**src/rtl/cga_text_pixel.sv**
```systemverilog
// CGA text-mode pixel pipeline behind the 6845: fetches char/attr/glyph per
// character clock, then serialises 8 IRGB pixels with blink, cursor and border.
module cga_text_pixel #(
  parameter int BLINK_BIT    = 4,
  parameter int FETCH_CYCLES = 5
) (
  input  logic        clk,
  input  logic        reset,
  input  logic        divclk,
  input  logic [13:0] mem_addr,
  input  logic [4:0]  row_addr,
  input  logic        display_enable,
  input  logic        cursor,
  input  logic        hsync_in,
  input  logic        vsync_in,
  input  logic        blink_en,
  input  logic [3:0]  border,
  output logic [13:0] vram_addr,
  output logic        vram_rd,
  input  logic [7:0]  vram_data,
  output logic [11:0] font_addr,
  input  logic [7:0]  font_data,
  output logic [3:0]  video,
  output logic        hsync_out,
  output logic        vsync_out,
  output logic        de_out
);

  // The final fetch state is the one that lands FETCH_CYCLES-1 clocks after divclk.
  localparam logic [2:0] S_IDLE = 3'd0;
  localparam logic [2:0] S_C1   = 3'd1;
  localparam logic [2:0] S_C2   = 3'd2;
  localparam logic [2:0] S_C3   = 3'd3;
  localparam logic [2:0] S_C4   = 3'(FETCH_CYCLES - 1);

  logic [2:0]  state;
  logic [12:0] cap_ma;
  logic [3:0]  cap_row;
  logic        cap_cursor;
  logic        cap_de;
  logic        cap_hs;
  logic        cap_vs;
  logic [7:0]  f_char;
  logic [7:0]  f_attr;
  logic [7:0]  f_glyph;
  logic        ready;
  logic [4:0]  frame_cnt;

  logic [7:0]  shreg;
  logic [3:0]  out_fg;
  logic [3:0]  out_bg;
  logic        out_de;

  logic [7:0]  ld_attr;
  logic [7:0]  ld_mask;
  logic [3:0]  ld_fg;
  logic [3:0]  ld_bg;
  logic [3:0]  ld_pixel;
  logic [3:0]  run_pixel;
  logic        blink_phase;

  logic        unused_bits;
  assign unused_bits = ^{mem_addr[13], row_addr[4], f_char};

  // Capture stage, fetch sequencer and frame counter; divclk always restarts the fetch.
  always_ff @(posedge clk or posedge reset) begin
    if (reset) begin
      state      <= S_IDLE;
      cap_ma     <= '0;
      cap_row    <= '0;
      cap_cursor <= 1'b0;
      cap_de     <= 1'b0;
      cap_hs     <= 1'b0;
      cap_vs     <= 1'b0;
      f_char     <= '0;
      f_attr     <= '0;
      f_glyph    <= '0;
      ready      <= 1'b0;
      frame_cnt  <= '0;
      vram_addr  <= '0;
      vram_rd    <= 1'b0;
      font_addr  <= '0;
    end else if (divclk) begin
      cap_ma     <= mem_addr[12:0];
      cap_row    <= row_addr[3:0];
      cap_cursor <= cursor;
      cap_de     <= display_enable;
      cap_hs     <= hsync_in;
      cap_vs     <= vsync_in;
      vram_addr  <= {mem_addr[12:0], 1'b0};
      vram_rd    <= 1'b1;
      ready      <= 1'b0;
      state      <= S_C1;
      if (state != S_IDLE) begin
        f_char  <= '0;
        f_attr  <= '0;
        f_glyph <= '0;
      end
      if (vsync_in && !cap_vs) begin
        frame_cnt <= frame_cnt + 5'd1;
      end
    end else begin
      case (state)
        S_C1: begin
          vram_addr <= {cap_ma, 1'b1};
          vram_rd   <= 1'b1;
          state     <= S_C2;
        end
        S_C2: begin
          f_char    <= vram_data;
          font_addr <= {vram_data, cap_row};
          vram_rd   <= 1'b0;
          state     <= S_C3;
        end
        S_C3: begin
          f_attr <= vram_data;
          state  <= S_C4;
        end
        S_C4: begin
          f_glyph <= font_data;
          ready   <= 1'b1;
          state   <= S_IDLE;
        end
        default: state <= S_IDLE;
      endcase
    end
  end

  // An unfinished fetch loads as a blank character with colour 0 on 0.
  always_comb begin
    blink_phase = frame_cnt[BLINK_BIT];
    ld_attr     = ready ? f_attr : 8'h00;
    ld_fg       = ld_attr[3:0];
    ld_bg       = {ld_attr[7] & ~blink_en, ld_attr[6:4]};
    if (cap_cursor && blink_phase) begin
      ld_mask = 8'hFF;
    end else if (blink_en && ld_attr[7] && !blink_phase) begin
      ld_mask = 8'h00;
    end else begin
      ld_mask = ready ? f_glyph : 8'h00;
    end
    ld_pixel  = cap_de ? (ld_mask[7] ? ld_fg : ld_bg) : border;
    run_pixel = out_de ? (shreg[7] ? out_fg : out_bg) : border;
  end

  // Output shifter: the first pixel is registered on the load edge itself.
  always_ff @(posedge clk or posedge reset) begin
    if (reset) begin
      shreg     <= '0;
      out_fg    <= '0;
      out_bg    <= '0;
      out_de    <= 1'b0;
      video     <= '0;
      hsync_out <= 1'b0;
      vsync_out <= 1'b0;
      de_out    <= 1'b0;
    end else if (divclk) begin
      shreg     <= {ld_mask[6:0], 1'b0};
      out_fg    <= ld_fg;
      out_bg    <= ld_bg;
      out_de    <= cap_de;
      video     <= ld_pixel;
      hsync_out <= cap_hs;
      vsync_out <= cap_vs;
      de_out    <= cap_de;
    end else begin
      shreg <= {shreg[6:0], 1'b0};
      video <= run_pixel;
    end
  end

endmodule

```
**config.mk**
```make
export PLATFORM = sky130hd
export DESIGN_NAME = cga_text_pixel
export DESIGN_NICKNAME = d
export VERILOG_FILES = /design/src/rtl/cga_text_pixel.sv
export SDC_FILE = /design/constraint.sdc
export NUM_CORES = 1
export LEC_CHECK = 0
export ABC_AREA = 1
export BUFFER_PORTS_ARGS = -buffer_cell sky130_fd_sc_hd__buf_4
export CELL_PAD_IN_SITES_DETAIL_PLACEMENT = 2
export CELL_PAD_IN_SITES_GLOBAL_PLACEMENT = 2
export CORE_MARGIN = 3
export CORE_UTILIZATION = 35
export DETAILED_ROUTE_END_ITERATION = 7
export GPL_ROUTABILITY_DRIVEN = 0
export HOLD_SLACK_MARGIN = 0.03
export PLACE_DENSITY_LB_ADDON = 0.1
export SLEW_MARGIN = 10
export SYNTH_ARGS = -nofsm -noshare
export SYNTH_HDL_FRONTEND = slang
export SYNTH_SLANG_ARGS = --single-unit
```
**constraint.sdc**
```tcl
create_clock -name clk -period 4.4 [get_ports clk]
set_input_delay 0.66 -clock clk [delete_from_list [all_inputs] [get_ports clk]]
set_output_delay 0.66 -clock clk [all_outputs]
set_load 0.005 [all_outputs]
```
# Word-level counts from Yosys, hierarchy flattened
# Index checks and enable logic that the tools add are counted.
totals:
  ff_bits: 96
  out_inout_bits: 34
  elab_cells: 68
op_classes:
  add_sub_neg: 1
  eq_ne: 5
  mux: 23
  bitwise: 3
  reduce_logical: 15
ops:
  columns: ["operator", "n"]
  rows:
  - ["2-to-1 mux 8 bit", 10]
  - ["2-to-1 mux 14 bit", 2]
  - ["2-to-1 mux 4 bit", 5]
  - ["one-hot mux 3 bit (3 select lines)", 1]
  - ["AND reduction 2 bit", 4]
  - ["== test 3 x 2 -> 1 bit, second input constant", 2]
  - ["nonzero test 2 bit", 3]
  - ["nonzero test 3 bit", 2]
  - ["adder 5 x 1 -> 5 bit, second input constant", 1]
  - ["logical AND 1 bit", 4]
  - ["== test 3 x 1 -> 1 bit, second input constant", 1]
  - ["== test 3 bit, second input constant", 1]
  - ["2-to-1 mux 1 bit", 3]
  - ["2-to-1 mux 3 bit", 1]
  - ["logical NOT 1 bit", 2]
  - ["!= test 2 x 1 -> 1 bit, second input constant", 1]
  - ["inverter 1 bit", 2]
  - ["one-hot mux 1 bit (2 select lines)", 1]
  - ["AND 1 bit", 1]

# Logic depth before layout (Yosys ltp)
depth:
  depth_word: 8
  mapped_depth: 9
  ltp_nobuf: 8

# Worst setup path after synthesis
# OpenSTA, ideal clock, no wires.
synth_timing:
  path_type: "input to register"
  start: "input blink_en"
  end: "register video[0]"
  setup_ns: 0.077
  arrival_time_ns: 1.337
  path_slack_ns: 2.985
  path_stages: 8
  path_buffers: 0
  path_cell_list: "inv_1 > nor2_1 > nand2_4 > nand2_2 > nand2_1 > nand2_1 > nand3_1 > a21oi_1"
synth_between:
  elab_chain_len: 7
synth_lines:
  columns: ["element", "line", "source"]
  rows:
  - ["start: declaration", "16", "input logic blink_en,"]
  - ["logical AND 1 bit (2 in series)", "137", "end else if (blink_en && ld_attr[7] && !blink_phase) begin"]
  - ["2-to-1 mux 8 bit", "137", null]
  - ["2-to-1 mux 8 bit", "135", "if (cap_cursor && blink_phase) begin"]
  - ["2-to-1 mux 4 bit (2 in series)", "142", "ld_pixel = cap_de ? (ld_mask[7] ? ld_fg : ld_bg) : border;"]
  - ["2-to-1 mux 4 bit", "157", "end else if (divclk) begin"]
  - ["end signal: assignment", "162", "video <= ld_pixel;"]
  - ["end signal: assignment", "168", "video <= run_pixel;"]
  - ["end: declaration", "23", "output logic [3:0] video,"]
# Every way passes these cells.
# A chain may end at the register's enable or synchronous reset.

# Final worst setup path
layout_timing:
  start: "input divclk"
  end: "register shreg[7]"
layout_between:
  elab_chain_len: 1
layout_lines:
  columns: ["element", "line", "source"]
  rows:
  - ["start: declaration", "9", "input logic divclk,"]
  - ["2-to-1 mux 8 bit", "157", null]
  - ["end signal: assignment", "158", "shreg <= {ld_mask[6:0], 1'b0};"]
  - ["end signal: assignment", "167", "shreg <= {shreg[6:0], 1'b0};"]
  - ["end: declaration", "49", "logic [7:0] shreg;"]
# Every way passes these cells.

==> results.tsv <==
metric	value	unit
power_frac_seq	53.9	%
num_rows	37	
critPathLaunchType	primary input	
crit_buf_inv	3	
route.detailed.drc	0	
combinationalPowerShare	18.3	%
timing.fmax	468.4	MHz
crit_required	4610	ps
die_height	110.4	µm
finish.net_count	535	
start_util	36.49	%
dr.pass1.iters	4	
leakage	2.331	nW
tightest_slew	918.2	ps
peakVddDrop	0.1517	mV
antennaDiodeCount	0	
ioPinCount	81	
power_density	429.6	nW/µm²
avgSynthCellArea	9.266	µm²
most-common-layout-cells	nand2_1 (106), dfrtp_1 (95), buf_4 (80)	
synth_area	3817	µm²
grt_max_degree	75	
cts-resized-gates	0	
power_frac_clock	27.8	%
finalCriticalPeriod	2135	ps
multiInputGateArea	1192	µm²
antenna_found_initial	0	
ys_types	25	
power.internal	1.445	mW
ant_nets	0	
setup_violations	0	
final_common_cell	nand2_1	
post-route-period-util	48.52	%
grt_pass1_wl	17040	µm
finalSetupTns	0	ps
slew_violations	0	
path_max_fanout	41	
clk_pin_slew	90	ps
syn_nets	460	
p_sw	0.5712	mW
slew_headroom	38.79	%
critPathMaxStageDelay	430	ps
initialDrtViolationCount	110	
worst_path_max_delay_cell	a21oi_1	
grt_pass1_vias	3397	
routed_wl	9603	µm
cts_tree	built	
grt.overflow.total	0	
syn_to_final_growth	22.94	%
endpoint_kind	flip-flop	
hold_viol_final	0	
cts-root-buf	clkbuf_8	
skew	9.980	ps
synth_top_area_share	62.27	%
clk-insertion-delay-late	350	ps
htreeDepth	3	
core-area	10460	µm²
fillerInstances	1163	
status	complete, no violations	
post_cts_buffers	0	
ys_ff_latch	95	
netlist_top_cells_area	dfrtp_1 (62%), nand2_1 (10%), o21ai_0 (5.6%)	
critical_path_class	in -> reg	
hp-class	reg -> reg	
switching_share	28.33	%
yosysWarnings	0	
cts.sinks	95	
crit_chain	buf_4 > inv_2 > buf_4 > a21oi_1 > a21oi_1	
crit_family	buffers and inverters	
cts_hold_buffers	0	
hpwl	6758	µm
critPathArrivalTime	2350	ps
dieArea	12200	µm²
yosysSeqAreaShare	62.27	%
maxCapViolCount	0	
clockBufferDepth	2	
numPortBuffers	78	
numCtsBuffers	9	
synthCells	412	
yosys.area.top_type	dfrtp_1	
grt_usage	16.73	%
via_count	3058	
die_x	110.4	µm
post_drt_wl_per_cell	15.32	µm
viasPerCell	4.877	
power.total	2.016	mW
regArea	2377	µm²
rsz0062_at_grt	false	
drive_gt1_share	21.59	%
## flip-flops by register name (all words and copies together) (netlist names), 5 cells and up
name and count:
vram_addr 14, frame_cnt 5, f_glyph 8, f_attr 8
cap_ma 13, font_addr 12, shreg 7
## cell type report
| type | instances | area share [%] |
|---|---|---|
| Sequential cell | 95 | 50.65 |
| Clock buffer | 9 | 2.639 |
| Timing Repair Buffer | 80 | 12.80 |
| Inverter | 44 | 3.572 |
| Clock inverter | 6 | 1.306 |
| Multi-Input combinational cell | 257 | 25.41 |
| Tap cell | 136 | 3.626 |
## worst min-delay path: stages, from the launching register on
cell     delay (ps)
dfrtp_1         330
nand2_1          60
nand2_1          60
## metal layers
layer	GRT usage [%]	vias to the layer above	wire (µm)
met5	0	-	0
met4	4.762	0	109
met3	2.795	10	258
met2	28.28	42	4904
met1	22.21	1527	4331
li1	-	1479	-
## cells in the mapped netlist, drive strengths merged
| cell | instances |
|---|---|
| clkbuf | 6 |
| nor2 | 28 |
| inv | 44 |
| dfrtp | 95 |
| o21a | 1 |
| nor3 | 1 |
| ha | 1 |
| xnor2 | 2 |
| o22ai | 8 |
| a21oi | 17 |
| nand4 | 1 |
| buf | 10 |
| nand2 | 109 |
| nand3 | 29 |
| a31oi | 13 |
| xor2 | 2 |
| o21ai | 45 |
## through the flow
step / utilization [%] / hold WS (ps) / setup slack [ps] / cell area (µm²) / cells
floorplan: - / 436.4 / 1263 / 3817 / 412
global placement: 43.09 / 447.9 / 1892 / 4508 / 612
detailed placement: 43.09 / 456.8 / 1799 / 4508 / 612
CTS: 44.86 / 480.0 / 2207 / 4693 / 627
global route: 44.86 / 510.0 / 2087 / 4693 / 627
finish: 44.86 / 475.7 / 2265 / 4693 / 627
## power groups by stage
stage	Combinational, mW	Sequential, mW	Clock [mW]
5_1_grt	0.424	1.11	0.619
2_1_floorplan	0.186	1.09	0
6_report	0.368	1.09	0.561
3_5_place_dp	0.378	1.11	0
3_3_place_gp	0.358	1.10	0
4_1_cts	0.380	1.09	0.583
## worst paths after layout
check	startpoint	cells after the start	slack, ps	endpoint
min in group asynchronous	reset	2	490	cap_ma[11]
setup / recovery	divclk	5	2270	shreg[7]
hold / removal	cap_ma[12]	2	480	cap_ma[12]
max in group asynchronous	reset	3	3060	cap_ma[8]
setup reg to reg	ready	8	2590	video[2]
hold reg to reg	cap_ma[12]	2	480	cap_ma[12]
## kinds of logic (layout without fill, tap and decap cells)
family	count (synthesis)	after routing	synth area share (%)
XOR/XNOR	4	4	0.9179
flip-flops	95	95	62.27
adder cells (fa/ha/maj)	1	1	0.3277
AND/OR/NAND/NOR	168	168	18.03
buffers and inverters	60	139	6.489
AO/OA/AOI/OAI	84	84	11.96
Note: power is estimated with default switching activity, not from simulation.
